<file path="src/rtl/bus_dma_initiator_pkg.sv">
// Femto bus shared definitions plus element-size helpers for the DMA initiator.
// Pure declarations: no logic, no latency.
`ifndef FEMTO_VH
`define FEMTO_VH
`define BUS_WIDTH      32
`define BUS_ACC_WIDTH  2
`define BUS_ACC_1B     2'd0
`define BUS_ACC_2B     2'd1
`define BUS_ACC_4B     2'd2
`define DMA_ERR_NONE     2'd0
`define DMA_ERR_MISALIGN 2'd1
`define DMA_ERR_FAULT    2'd2
`define DMA_ERR_TIMEOUT  2'd3
`endif

package bus_dma_initiator_pkg;

  localparam int BUS_W = `BUS_WIDTH;
  localparam int ACC_W = `BUS_ACC_WIDTH;

  localparam logic [ACC_W-1:0] ACC_1B = `BUS_ACC_1B;
  localparam logic [ACC_W-1:0] ACC_2B = `BUS_ACC_2B;
  localparam logic [ACC_W-1:0] ACC_4B = `BUS_ACC_4B;

  localparam logic [1:0] ERR_NONE     = `DMA_ERR_NONE;
  localparam logic [1:0] ERR_MISALIGN = `DMA_ERR_MISALIGN;
  localparam logic [1:0] ERR_FAULT    = `DMA_ERR_FAULT;
  localparam logic [1:0] ERR_TIMEOUT  = `DMA_ERR_TIMEOUT;

  // Unknown size codes are treated as full words.
  function automatic logic [2:0] acc_bytes(input logic [ACC_W-1:0] acc);
    case (acc)
      ACC_1B:  return 3'd1;
      ACC_2B:  return 3'd2;
      default: return 3'd4;
    endcase
  endfunction

  function automatic logic [BUS_W-1:0] lane_mask(input logic [ACC_W-1:0] acc);
    case (acc)
      ACC_1B:  return BUS_W'(8'hFF);
      ACC_2B:  return BUS_W'(16'hFFFF);
      default: return '1;
    endcase
  endfunction

endpackage

</file>
<file path="src/rtl/bus_dma_initiator.sv">
// Memory-to-memory copy engine mastering the femto bus: one read then one write per element.
// 4 cycles/element with a 1-cycle responder; waits on bus_resp with a timeout, abort stops at element boundary.
module bus_dma_initiator
  import bus_dma_initiator_pkg::*;
#(
  parameter int ADDR_WIDTH = 32,
  parameter int LEN_WIDTH  = 16,
  parameter int TIMEOUT    = 255
) (
  input  logic                  clk,
  input  logic                  rst,
  input  logic                  start,
  input  logic [ADDR_WIDTH-1:0] src,
  input  logic [ADDR_WIDTH-1:0] dst,
  input  logic [LEN_WIDTH-1:0]  len,
  input  logic [ACC_W-1:0]      acc,
  input  logic                  abort,
  output logic                  busy,
  output logic                  done,
  output logic                  aborted,
  output logic [1:0]            err_code,
  output logic [ADDR_WIDTH-1:0] err_addr,
  output logic [ADDR_WIDTH-1:0] bus_addr,
  output logic                  bus_w_rb,
  output logic [ACC_W-1:0]      bus_acc,
  output logic [BUS_W-1:0]      bus_wdata,
  output logic                  bus_req,
  input  logic [BUS_W-1:0]      bus_rdata,
  input  logic                  bus_resp,
  input  logic                  bus_fault
);

  localparam int TW = $clog2(TIMEOUT + 1);

  typedef enum logic [2:0] {
    ST_IDLE, ST_CHECK, ST_RD_REQ, ST_RD_WAIT, ST_WR_REQ, ST_WR_WAIT, ST_FIN
  } state_e;

  state_e                state_q, state_d;
  logic [ADDR_WIDTH-1:0] cur_src_q, cur_src_d;
  logic [ADDR_WIDTH-1:0] cur_dst_q, cur_dst_d;
  logic [LEN_WIDTH-1:0]  rem_q, rem_d;
  logic [ACC_W-1:0]      acc_q, acc_d;
  logic                  abort_q, abort_d;
  logic [TW-1:0]         tmo_q, tmo_d;
  logic                  busy_q, busy_d;
  logic                  done_q, done_d;
  logic                  aborted_q, aborted_d;
  logic [1:0]            err_code_q, err_code_d;
  logic [ADDR_WIDTH-1:0] err_addr_q, err_addr_d;
  logic [ADDR_WIDTH-1:0] bus_addr_q, bus_addr_d;
  logic                  bus_w_rb_q, bus_w_rb_d;
  logic [BUS_W-1:0]      bus_wdata_q, bus_wdata_d;
  logic                  bus_req_q, bus_req_d;

  logic [2:0]            size;
  logic                  misaligned;
  logic                  tmo_hit;
  logic [LEN_WIDTH-1:0]  rem_next;

  assign size       = acc_bytes(acc_q);
  assign misaligned = ((cur_src_q & ADDR_WIDTH'(size - 3'd1)) != '0) ||
                      ((cur_dst_q & ADDR_WIDTH'(size - 3'd1)) != '0) ||
                      ((rem_q     & LEN_WIDTH'(size - 3'd1))  != '0);
  assign tmo_hit    = (tmo_q == TW'(TIMEOUT - 1));
  assign rem_next   = rem_q - LEN_WIDTH'(size);

  always_comb begin
    state_d     = state_q;
    cur_src_d   = cur_src_q;
    cur_dst_d   = cur_dst_q;
    rem_d       = rem_q;
    acc_d       = acc_q;
    abort_d     = abort_q | (busy_q & abort);
    tmo_d       = tmo_q;
    busy_d      = busy_q;
    done_d      = 1'b0;
    aborted_d   = aborted_q;
    err_code_d  = err_code_q;
    err_addr_d  = err_addr_q;
    bus_addr_d  = bus_addr_q;
    bus_w_rb_d  = bus_w_rb_q;
    bus_wdata_d = bus_wdata_q;
    bus_req_d   = 1'b0;

    // Every path into FIN raises done and drops busy on the same edge.
    case (state_q)
      ST_IDLE: begin
        if (start) begin
          state_d    = ST_CHECK;
          busy_d     = 1'b1;
          cur_src_d  = src;
          cur_dst_d  = dst;
          rem_d      = len;
          acc_d      = acc;
          abort_d    = 1'b0;
          aborted_d  = 1'b0;
          err_code_d = ERR_NONE;
          err_addr_d = '0;
        end
      end
      ST_CHECK: begin
        if (misaligned || rem_q == '0) begin
          state_d = ST_FIN;
          done_d  = 1'b1;
          busy_d  = 1'b0;
          if (misaligned) begin
            err_code_d = ERR_MISALIGN;
            err_addr_d = cur_src_q;
          end
        end else begin
          state_d    = ST_RD_REQ;
          bus_req_d  = 1'b1;
          bus_w_rb_d = 1'b0;
          bus_addr_d = cur_src_q;
        end
      end
      ST_RD_REQ, ST_WR_REQ: begin
        if (bus_fault) begin
          state_d    = ST_FIN;
          done_d     = 1'b1;
          busy_d     = 1'b0;
          err_code_d = ERR_FAULT;
          err_addr_d = bus_addr_q;
        end else begin
          state_d = (state_q == ST_RD_REQ) ? ST_RD_WAIT : ST_WR_WAIT;
          tmo_d   = '0;
        end
      end
      ST_RD_WAIT: begin
        if (bus_resp) begin
          state_d     = ST_WR_REQ;
          bus_wdata_d = bus_rdata & lane_mask(acc_q);
          bus_req_d   = 1'b1;
          bus_w_rb_d  = 1'b1;
          bus_addr_d  = cur_dst_q;
        end else if (tmo_hit) begin
          state_d    = ST_FIN;
          done_d     = 1'b1;
          busy_d     = 1'b0;
          err_code_d = ERR_TIMEOUT;
          err_addr_d = bus_addr_q;
        end else begin
          tmo_d = tmo_q + 1'b1;
        end
      end
      ST_WR_WAIT: begin
        if (bus_resp) begin
          cur_src_d = cur_src_q + ADDR_WIDTH'(size);
          cur_dst_d = cur_dst_q + ADDR_WIDTH'(size);
          rem_d     = rem_next;
          if (rem_next == '0 || abort_d) begin
            state_d   = ST_FIN;
            done_d    = 1'b1;
            busy_d    = 1'b0;
            aborted_d = (rem_next != '0);
          end else begin
            state_d    = ST_RD_REQ;
            bus_req_d  = 1'b1;
            bus_w_rb_d = 1'b0;
            bus_addr_d = cur_src_d;
          end
        end else if (tmo_hit) begin
          state_d    = ST_FIN;
          done_d     = 1'b1;
          busy_d     = 1'b0;
          err_code_d = ERR_TIMEOUT;
          err_addr_d = bus_addr_q;
        end else begin
          tmo_d = tmo_q + 1'b1;
        end
      end
      ST_FIN:  state_d = ST_IDLE;
      default: state_d = ST_IDLE;
    endcase
  end

  always_ff @(posedge clk) begin
    if (rst) begin
      state_q     <= ST_IDLE;
      cur_src_q   <= '0;
      cur_dst_q   <= '0;
      rem_q       <= '0;
      acc_q       <= ACC_1B;
      abort_q     <= 1'b0;
      tmo_q       <= '0;
      busy_q      <= 1'b0;
      done_q      <= 1'b0;
      aborted_q   <= 1'b0;
      err_code_q  <= ERR_NONE;
      err_addr_q  <= '0;
      bus_addr_q  <= '0;
      bus_w_rb_q  <= 1'b0;
      bus_wdata_q <= '0;
      bus_req_q   <= 1'b0;
    end else begin
      state_q     <= state_d;
      cur_src_q   <= cur_src_d;
      cur_dst_q   <= cur_dst_d;
      rem_q       <= rem_d;
      acc_q       <= acc_d;
      abort_q     <= abort_d;
      tmo_q       <= tmo_d;
      busy_q      <= busy_d;
      done_q      <= done_d;
      aborted_q   <= aborted_d;
      err_code_q  <= err_code_d;
      err_addr_q  <= err_addr_d;
      bus_addr_q  <= bus_addr_d;
      bus_w_rb_q  <= bus_w_rb_d;
      bus_wdata_q <= bus_wdata_d;
      bus_req_q   <= bus_req_d;
    end
  end

  assign busy      = busy_q;
  assign done      = done_q;
  assign aborted   = aborted_q;
  assign err_code  = err_code_q;
  assign err_addr  = err_addr_q;
  assign bus_addr  = bus_addr_q;
  assign bus_w_rb  = bus_w_rb_q;
  assign bus_acc   = acc_q;
  assign bus_wdata = bus_wdata_q;
  assign bus_req   = bus_req_q;

endmodule

</file>
<file path="config.mk">
export PLATFORM = sky130hd
export DESIGN_NAME = bus_dma_initiator
export DESIGN_NICKNAME = d
export VERILOG_FILES = /design/src/rtl/bus_dma_initiator_pkg.sv /design/src/rtl/bus_dma_initiator.sv
export SDC_FILE = /design/constraint.sdc
export NUM_CORES = 1
export LEC_CHECK = 0
export BUFFER_PORTS_ARGS = -buffer_cell sky130_fd_sc_hd__buf_2
export CORE_ASPECT_RATIO = 1.2
export CORE_MARGIN = 4
export CORE_UTILIZATION = 30
export CTS_CLUSTER_SIZE = 20
export DETAILED_ROUTE_END_ITERATION = 7
export PLACE_DENSITY = 0.51
export SETUP_SLACK_MARGIN = 0.2
export SKIP_LAST_GASP = 1
export SYNTH_ARGS = -nofsm -noshare
export SYNTH_HDL_FRONTEND = slang
export SYNTH_SLANG_ARGS = --single-unit
</file>
<file path="constraint.sdc">
create_clock -name clk -period 3 [get_ports clk]
set_clock_uncertainty 0.1 [all_clocks]
set_input_delay 0.6 -clock clk [delete_from_list [all_inputs] [get_ports clk]]
set_output_delay 0.6 -clock clk [all_outputs]
set_load 0.02 [all_outputs]
</file>
---- Word-level counts from Yosys, hierarchy flattened ----
Cells that the tools add are included.
cells by class
  bitwise gates (word level) .............. 6
  mux-type cells .......................... 76
  reduce and logical (&&, ||, !) cells .... 27
  add/subtract/negate cells ............... 6
  eq/ne operators ......................... 22
operators by type and width
  cell                                         number
  2-to-1 mux 32 bit                            16
  case mux 32 bit (2 select lines)             3
  case mux 32 bit (4 select lines)             1
  bitwise AND 32 bit                           3
  case mux 32 bit (3 select lines)             1
  adder 32 x 3 -> 32 bit                       2
  nonzero test 32 bit                          2
  zero test 16 bit                             2
  2-to-1 mux 16 bit                            2
  case mux 16 bit (2 select lines)             1
  nonzero test 16 bit                          2
  2-to-1 mux 1 bit                             26
  != test 2 bit, second input constant         13
  2-to-1 mux 3 bit                             8
  2-to-1 mux 8 bit                             3
  bitwise AND 16 bit                           1
  case mux 8 bit (2 select lines)              1
  subtractor 16 x 3 -> 16 bit                  1
  case mux 3 bit (5 select lines)              1
  2-to-1 mux 2 bit                             6
  adder 8 x 1 -> 8 bit, second input constant  1
  equality test 8 bit, second input constant   1
  case mux 2 bit (4 select lines)              1
  AND reduction 4 bit                          2
  27 further kinds                             37
storage, ports and cells
  output and inout bits ................... 105
  input bits .............................. 120
  flip-flop bits (word level) ............. 197
  word-level logic and storage cells ...... 153

---- Depth between registers and ports, before layout ----
Gate-level depths: netlist (run 1).
  word-level depth ........................ 10
  mapped depth ............................ 12
  mapped depth without buffers ............ 10

---- Worst setup path after synthesis (run 1) ----
OpenSTA, ideal clock, no wires.
  kind .................................... register to register
  from .................................... reg acc_q[1], in the netlist bus_acc[1]
  to ...................................... reg bus_addr_q[13], in the netlist bus_addr[13]
  path slack .............................. -0.222 ns
  required time ........................... 2.779 ns
  period minus slack after synthesis ...... 3.222 ns
  arrival ................................. 3.001 ns
  setup time .............................. 0.121 ns
  cell stages (with the launch flop) ...... 12
  path buffers ............................ 1
  cells stage by stage .................... dfxtp_1 -> clkbuf_1 -> inv_1 -> nand2_1 -> inv_1 -> fa_1 -> nand2b_1 -> nand4_1 -> xor2_1 -> nand4_1 -> nand2_1 -> mux2_2
between the ends
  word-level cells in the longest chain between the ends .. 10
  elaborated cells on any way between the ends .. 24
  those cells by class .................... add/sub (4); eq/ne (3); mux (4); bitwise (3); reduce/logical (10)
ends and longest elaborated chain
  what                                                                 line                         RTL
  start: declaration                                                   bus_dma_initiator.sv:43      logic [ACC_W-1:0] acc_q, acc_d;
  start signal: assignment                                             bus_dma_initiator.sv:184     acc_q <= ACC_1B;
  start signal: assignment                                             bus_dma_initiator.sv:201     acc_q <= acc_d;
  equality test 2 x 1 -> 1 bit or zero test 2 bit (tied branches)      bus_dma_initiator_pkg.sv:32  case (acc)
  case mux 3 bit (2 select lines) *                                    bus_dma_initiator_pkg.sv:32
  branches (longest 8 deep; another with subtractor 16 x 3 -> 16 bit)  -
  end signal: assignment                                               bus_dma_initiator.sv:209     bus_addr_q <= bus_addr_d;
  end: declaration                                                     bus_dma_initiator.sv:51      logic [ADDR_WIDTH-1:0] bus_addr_q, bus_addr_d;
Mark *: on every way between the ends. The select of a mux whose other input is x is not followed.
A chain may end at the register's enable or synchronous reset.

---- Worst setup path after layout (run 1) ----
  from .................................... reg acc_q[0], in the netlist bus_acc[0]
  to ...................................... reg busy_q, in the netlist busy
between the ends
  word-level cells in the longest chain between the ends .. 10
  elaborated cells on any way between the ends .. 20
  those cells by class .................... add/sub (3); eq/ne (3); mux (1); bitwise (3); reduce/logical (10)
ends and longest elaborated chain
  what                                                                 line                         RTL
  equality test 2 x 1 -> 1 bit or zero test 2 bit (tied branches)      bus_dma_initiator_pkg.sv:32
  case mux 3 bit (2 select lines) *                                    bus_dma_initiator_pkg.sv:32
  branches (longest 7 deep; another with subtractor 16 x 3 -> 16 bit)  -
  AND reduction 6 bit (no line) *                                      -
  end signal: assignment                                               bus_dma_initiator.sv:204     busy_q <= busy_d;
  end: declaration                                                     bus_dma_initiator.sv:46      logic busy_q, busy_d;
Mark *: on every way between the ends.

==> results_dict.tcl, run 1 <==
set metrics [dict create \
    status "complete, no violations" \
    nets 1757 \
    critPathLaunchType "flop" \
    synth_ff_type "dfxtp_1" \
    syn_inst 1436 \
    portBuffers 224 \
    synthSimpleGateAreaFrac_pct 23.3 \
    grt_pass1_wl_um 63500 \
    min_path_type "in2reg" \
    die_y_um 217 \
    grt_pass1_vias 10657 \
    synthMuxAreaShare_pct 1.09 \
    placed_cell_area_um2 12800 \
    syn2layout_area_growth_pct 24.2 \
    vias_per_cell 5.47 \
    setup_tns_ns 0 \
    ioPinCount 225 \
    die_x_um 182 \
    yosys.area_share.adder_pct 2.27 \
    synth-seq-cells 197 \
    setup_viol 0 \
    rsz0062_at_grt "yes" \
    antenna_found_initial 1 \
    clock_latency_ns 0.47 \
    multi_input_area_um2 6500 \
    drt_iter0_markers 1154 \
    fillCellCount 3832 \
    synth_area_um2 10900 \
    yosys-top-cells-area "dfxtp_1 36%, a21oi_1 6.9%, a211oi_1 5.9%" \
    grt_max_degree 68 \
    synth.distinct_cells 70 \
    critical_path_class "reg2reg" \
    cp_data_arrival_time_ns 2.95 \
    globalRouteTotalUtil_pct 20.1 \
    clockBufferDepth 2 \
    peakVddDrop_mv 0.422 \
    place.detailed.hpwl_um 30100 \
    power.leakage_nw 5.23 \
    synth_top_family_by_area "compound AO/OA/AOI/OAI gates" \
    max_freq_mhz 372 \
    cts_tree "done" \
    first_pass_iters 7 \
    row_count 76 \
    period_minus_slack_ns 2.69 \
    finalInstanceArea_um2 13500 \
    die-area_um2 39400 \
    regArea_um2 3950 \
    synthXorXnorAreaFrac_pct 1.13 \
    final-hold-violation-count 0 \
    routed_wl_um 41300 \
    postCtsHoldBufs 0 \
    ys_warn_count 0 \
    cap_violations 0 \
    slew_headroom_pct 51.7 \
    crit_path_end_kind "flop" \
    powerDensity_nw_per_um2 737 \
    post_drt_wl_per_cell_um 19.6 \
    vias 11505 \
    synth_compound_area_share_pct 30.7 \
    cts_sinks 197 \
    required_ns 3.26 \
    coreArea_um2 35800 \
    async_reset_ff_share_pct 0 \
    globalRouteOverflowTotal 0 \
    cts_buffers 17 \
    drv_slew 0 \
    root_buffer "clkbuf_16" \
    synth_largest_area_cell "dfxtp_1" \
    synth_nets 1574 \
    gp_congestion 0.888 \
    initial_utilization_pct 30.4 \
    synth_edf_count 0 \
    synth_top_area_share_pct 36.2 \
    tightest_slew_ns 0.725 \
    worstPathMaxFanout 6 \
    synth.yosys.seq_area_share_pct 36.2 \
    clkTransAtPathRegs_ns 0.08 \
    syn_area_per_cell_um2 7.59 \
    antenna_left 0 \
    h-tree-depth 4 \
    drive_above_1_share_pct 23.2 \
    min_period_over_period_pct 89.7 \
    drc 0 \
]
cell usage in the layout, fill, tap and decap left out, types with 6 or more instances in the layout:
master,instances
nand3_1,62
o31ai_1,17
nor3_1,38
nor2_1,121
ha_1,15
a221oi_1,10
mux2_2,7
inv_1,17
o21ai_0,83
and3_1,14
nand4_1,24
o41ai_1,8
nand2b_1,6
buf_12,10
nor2b_1,13
buf_2,223
o22ai_1,14
dfxtp_1,195
and2_1,13
o211ai_1,8
xor2_1,8
a31oi_1,22
clkbuf_16,18
a21oi_1,148
o21a_1,8
or3_1,11
a21o_1,14
nand2_1,166
buf_4,59
nor4_1,15
and4_1,11
a211oi_1,83
a22oi_1,48
cells by family (layout without fill, tap and decap cells):
kind of cell / after synthesis / in the layout
AO/OA/AOI/OAI: 518 / 518
AND/OR/NAND/NOR: 527 / 527
XOR/XNOR: 14 / 14
flip-flops: 197 / 197
multiplexers: 11 / 11
other: 0 / 2
adder cells (fa/ha/maj): 18 / 18
buffers and inverters: 151 / 347
Yosys cell counts (4+ instances only):
master,number
buf_1,9
ha_1,15
and2_1,13
a21boi_0,4
a31oi_1,22
nor3_1,39
clkbuf_1,116
mux2_2,7
and3_1,14
a22oi_1,48
inv_1,19
xnor2_1,5
xor2_1,9
a2bb2oi_1,5
o21ai_0,85
and4_1,11
or3_1,11
a311oi_1,5
mux2i_1,4
nand4_1,24
o21a_1,8
buf_2,6
a21oi_1,150
nand3_1,63
a221oi_1,10
nor2_1,124
o22ai_1,14
o31ai_1,17
nand2b_1,7
o211ai_1,8
or2_2,4
a31o_2,5
dfxtp_1,197
o41ai_1,8
a21o_1,16
a211oi_1,86
nand2_1,168
nor2b_1,15
nor4_1,15
or4_1,4
layer usage:
metal	share of wire, %	GRT usage, %	routed length, µm	up-vias
met5	0	0	0	-
met4	2.1	6.23	855	0
met3	5.8	3.44	2390	45
met2	45	30.4	18600	347
met1	47	29.2	19400	5421
li1	-	-	-	5692
stage by stage:
stage	hold WS (ns)	worst slack [ns]	total power, W	std cells	util, %
2_1_floorplan	0.362	0.167	0.00610	1436	-
3_3_place_gp	0.336	0.124	0.00748	2059	35.6
3_5_place_dp	0.340	0.0381	0.00753	2059	35.6
4_1_cts	0.241	0.212	0.00999	2091	37.3
5_1_grt	0.268	0.198	0.0106	2101	37.7
6_report	0.257	0.309	0.00998	2102	37.8
critical path: stages (launching register included):
cell	delay [ns]
dfxtp_2	0.39
nor2_4	0.06
ha_1	0.22
fa_2	0.55
and4_1	0.19
o2111a_1	0.20
nand4_1	0.18
buf_12	0.20
a21oi_1	0.15
mux2_2	0.35
cell type report:
cell class,instances,share of cell area (%)
antenna,2,0.0370
clock buffer,17,3.14
clock inverter,15,1.32
inverter,20,0.592
multi-input combinational,1088,48.1
sequential,197,29.2
tap,468,4.33
timing repair buffer,295,13.3
sequential cells by signal (all words and copies together), names as in the netlist, 3 cells and up:
register / flops
err_addr: 32
cur_dst_q: 32
cur_src_q: 32
state_q: 3
bus_addr: 32
bus_wdata: 32
tmo_q: 8
rem_q: 16
power breakdown:
| part | switching, W | internal (W) | total, W |
|---|---|---|---|
| clock | 0.00124 | 0.00120 | 0.00244 |
| combinational | 0.00234 | 0.00144 | 0.00378 |
| sequential | 0.000603 | 0.00315 | 0.00376 |
worst paths after layout:
path | startpoint | end | slack (ns) | cells after the start
setup / recovery | bus_acc[0] | busy | 0.31 | 9
hold / removal | acc[1] | bus_acc[1] | 0.26 | 3
setup reg to reg | bus_acc[0] | busy | 0.31 | 9
hold reg to reg | bus_wdata[22] | bus_wdata[22] | 0.35 | 2
repair_timing:
| item | in CTS | in global routing |
|---|---|---|
| buffers inserted | 0 | 7 |
| cloned | 0 | 2 |
| resized for setup | 8 | 15 |
| pin swaps | 2 | 6 |
| endpoints found under the setup margin | 36 | 80 |
| hold endpoints to repair | 0 | 0 |
Power figures use the tool's default switching activity.
==> run 2: changes to the inputs <==
Settings changed: RECOVER_POWER from default to 25.
==> results_dict.tcl, run 2 (synthesis results as in run 1) <==
set metrics [dict create \
    drive_above_1_share_pct 18.8 \
    place.detailed.hpwl_um 30100 \
    intPower_w 0.00574 \
    initial_utilization_pct 30.4 \
    row_count 76 \
    max_stage_delay_ns 0.55 \
    min_period_over_period_pct 89.8 \
    die_y_um 217 \
    power.leakage_nw 4.93 \
    pwr-share-comb_pct 37.6 \
    setup_tns_ns 0 \
    antenna_found_initial 1 \
    drc 0 \
    fillCellCount 3851 \
    cts_tree "done" \
    min_path_type "in2reg" \
    cts_sinks 197 \
    clockBufferDepth 2 \
    vias_per_cell 5.48 \
    vias 11511 \
    critPathLaunchType "flop" \
    tightest_slew_ns 0.727 \
    nets 1757 \
    cap_violations 0 \
    routed_wl_um 41400 \
    die-area_um2 39400 \
    syn2layout_area_growth_pct 23.4 \
    setup_viol 0 \
    root_buffer "clkbuf_16" \
    crit_path_end_kind "flop" \
    h-tree-depth 4 \
    cp_data_arrival_time_ns 2.95 \
    final_cell_mix "195 x dfxtp_1, 166 x nand2_1, 151 x buf_2" \
    peakVddDrop_mv 0.419 \
    status "complete, no violations" \
    final_cells 2102 \
    ioPinCount 225 \
    postCtsHoldBufs 0 \
    portBuffers 224 \
    clkPwrFrac_pct 24.5 \
    p_switching_w 0.00418 \
    grt_max_degree 68 \
    drv_slew 0 \
    worstPathMaxFanout 6 \
    grt_pass1_vias 10657 \
    cpMaxStageDelayCell "fa_2" \
    powerDensity_nw_per_um2 738 \
    critical_path_class "reg2reg" \
    clkTransAtPathRegs_ns 0.08 \
    drt_iter0_markers 1156 \
    period_minus_slack_ns 2.69 \
    slew_headroom_pct 51.6 \
    final_common_cell "dfxtp_1" \
    first_pass_iters 5 \
    post_drt_wl_per_cell_um 19.7 \
    cts_buffers 17 \
    required_ns 3.26 \
    post-place-cells 2059 \
    crit_chain "nor2_4 > ha_1 > fa_2 > and4_1 > o2111a_1 > nand4_1 > buf_12 > a21oi_1 > mux2_2" \
    clock_latency_ns 0.47 \
    die_x_um 182 \
    regArea_um2 3950 \
    coreArea_um2 35800 \
    rsz0062_at_grt "yes" \
    p_sw_share_pct 42.2 \
    antenna_left 0 \
    multi_input_area_um2 6500 \
    p_seq_share_pct 38.0 \
    globalRouteTotalUtil_pct 20.1 \
    max_freq_mhz 371 \
    gp_congestion 0.888 \
    final-hold-violation-count 0 \
    globalRouteOverflowTotal 0 \
    postLayoutCoreUtil_pct 37.5 \
    grt_pass1_wl_um 63500 \
]
==> run 2: changes by cell type in the layout (fill, tap and decap cells not counted) <==
cell,previous run,this run
and2_0,0,2
clkbuf_1,0,73
buf_2,223,151
and2_1,13,11
buf_4,59,58
==> run 2: cell type report <==
cell class                      count  share of cell area, %
Antenna cell                        2                 0.0372
Clock buffer                       17                   3.17
Multi-Input combinational cell   1088                   48.4
Tap cell                          468                   4.36
Inverter                           20                  0.596
Timing Repair Buffer              295                   12.7
Clock inverter                     15                   1.33
Sequential cell                   197                   29.4
==> run 2: power groups by stage <==
stage                     Clock (W)  Combinational (W)  Sequential (W)
after floorplan                   0            0.00214         0.00396
after global placement            0            0.00369         0.00380
after detailed placement          0            0.00372         0.00381
after CTS                   0.00249            0.00375         0.00375
after global routing        0.00258            0.00412         0.00386
final                       0.00243            0.00373         0.00377
==> run 2: through the flow <==
| stage | cell area (µm²) | hold WS (ns) | total power (W) | worst slack (ns) |
|---|---|---|---|---|
| after floorplan | 10900 | 0.362 | 0.00610 | 0.167 |
| after global placement | 12800 | 0.336 | 0.00748 | 0.124 |
| after detailed placement | 12800 | 0.340 | 0.00753 | 0.0381 |
| after CTS | 13400 | 0.241 | 0.00999 | 0.212 |
| after global routing | 13400 | 0.268 | 0.0106 | 0.127 |
| final | 13400 | 0.257 | 0.00993 | 0.305 |
==> run 2: final timing paths <==
kind | cells after the start | startpoint | slack, ns | end
min | 3 | acc[1] | 0.26 | bus_acc[1]
max | 9 | bus_acc[0] | 0.31 | busy
max reg2reg | 9 | bus_acc[0] | 0.31 | busy
min reg2reg | 2 | bus_wdata[28] | 0.35 | bus_wdata[28]
==> run 2: timing repair <==
| action | 4_1_cts | 5_1_grt |
|---|---|---|
| buffers inserted | 0 | 7 |
| gates resized for setup | 8 | 15 |
| gates cloned | 0 | 2 |
| pin swaps | 2 | 6 |
| setup endpoints to repair | 36 | 80 |
| hold endpoints to repair | 0 | 0 |
==> run 2: routing by layer <==
metal / part of all wire [%] / track usage [%] / wire length [µm] / vias to the layer above
met1: 47 / 29.2 / 19400 / 5395
met4: 2.1 / 6.23 / 876 / 0
met2: 45 / 30.4 / 18600 / 374
li1: - / - / - / 5696
met3: 5.9 / 3.44 / 2450 / 46
met5: 0 / 0 / 0 / -
==> run 2: worst max-delay path, delay by kind of cell, from the launching register on <==
kind                     cells  cell delay [ns]
buffers and inverters        1             0.20
AND/OR/NAND/NOR              3             0.43
flip-flops                   1             0.39
multiplexers                 1             0.35
AO/OA/AOI/OAI                2             0.35
adder cells (fa/ha/maj)      2             0.77
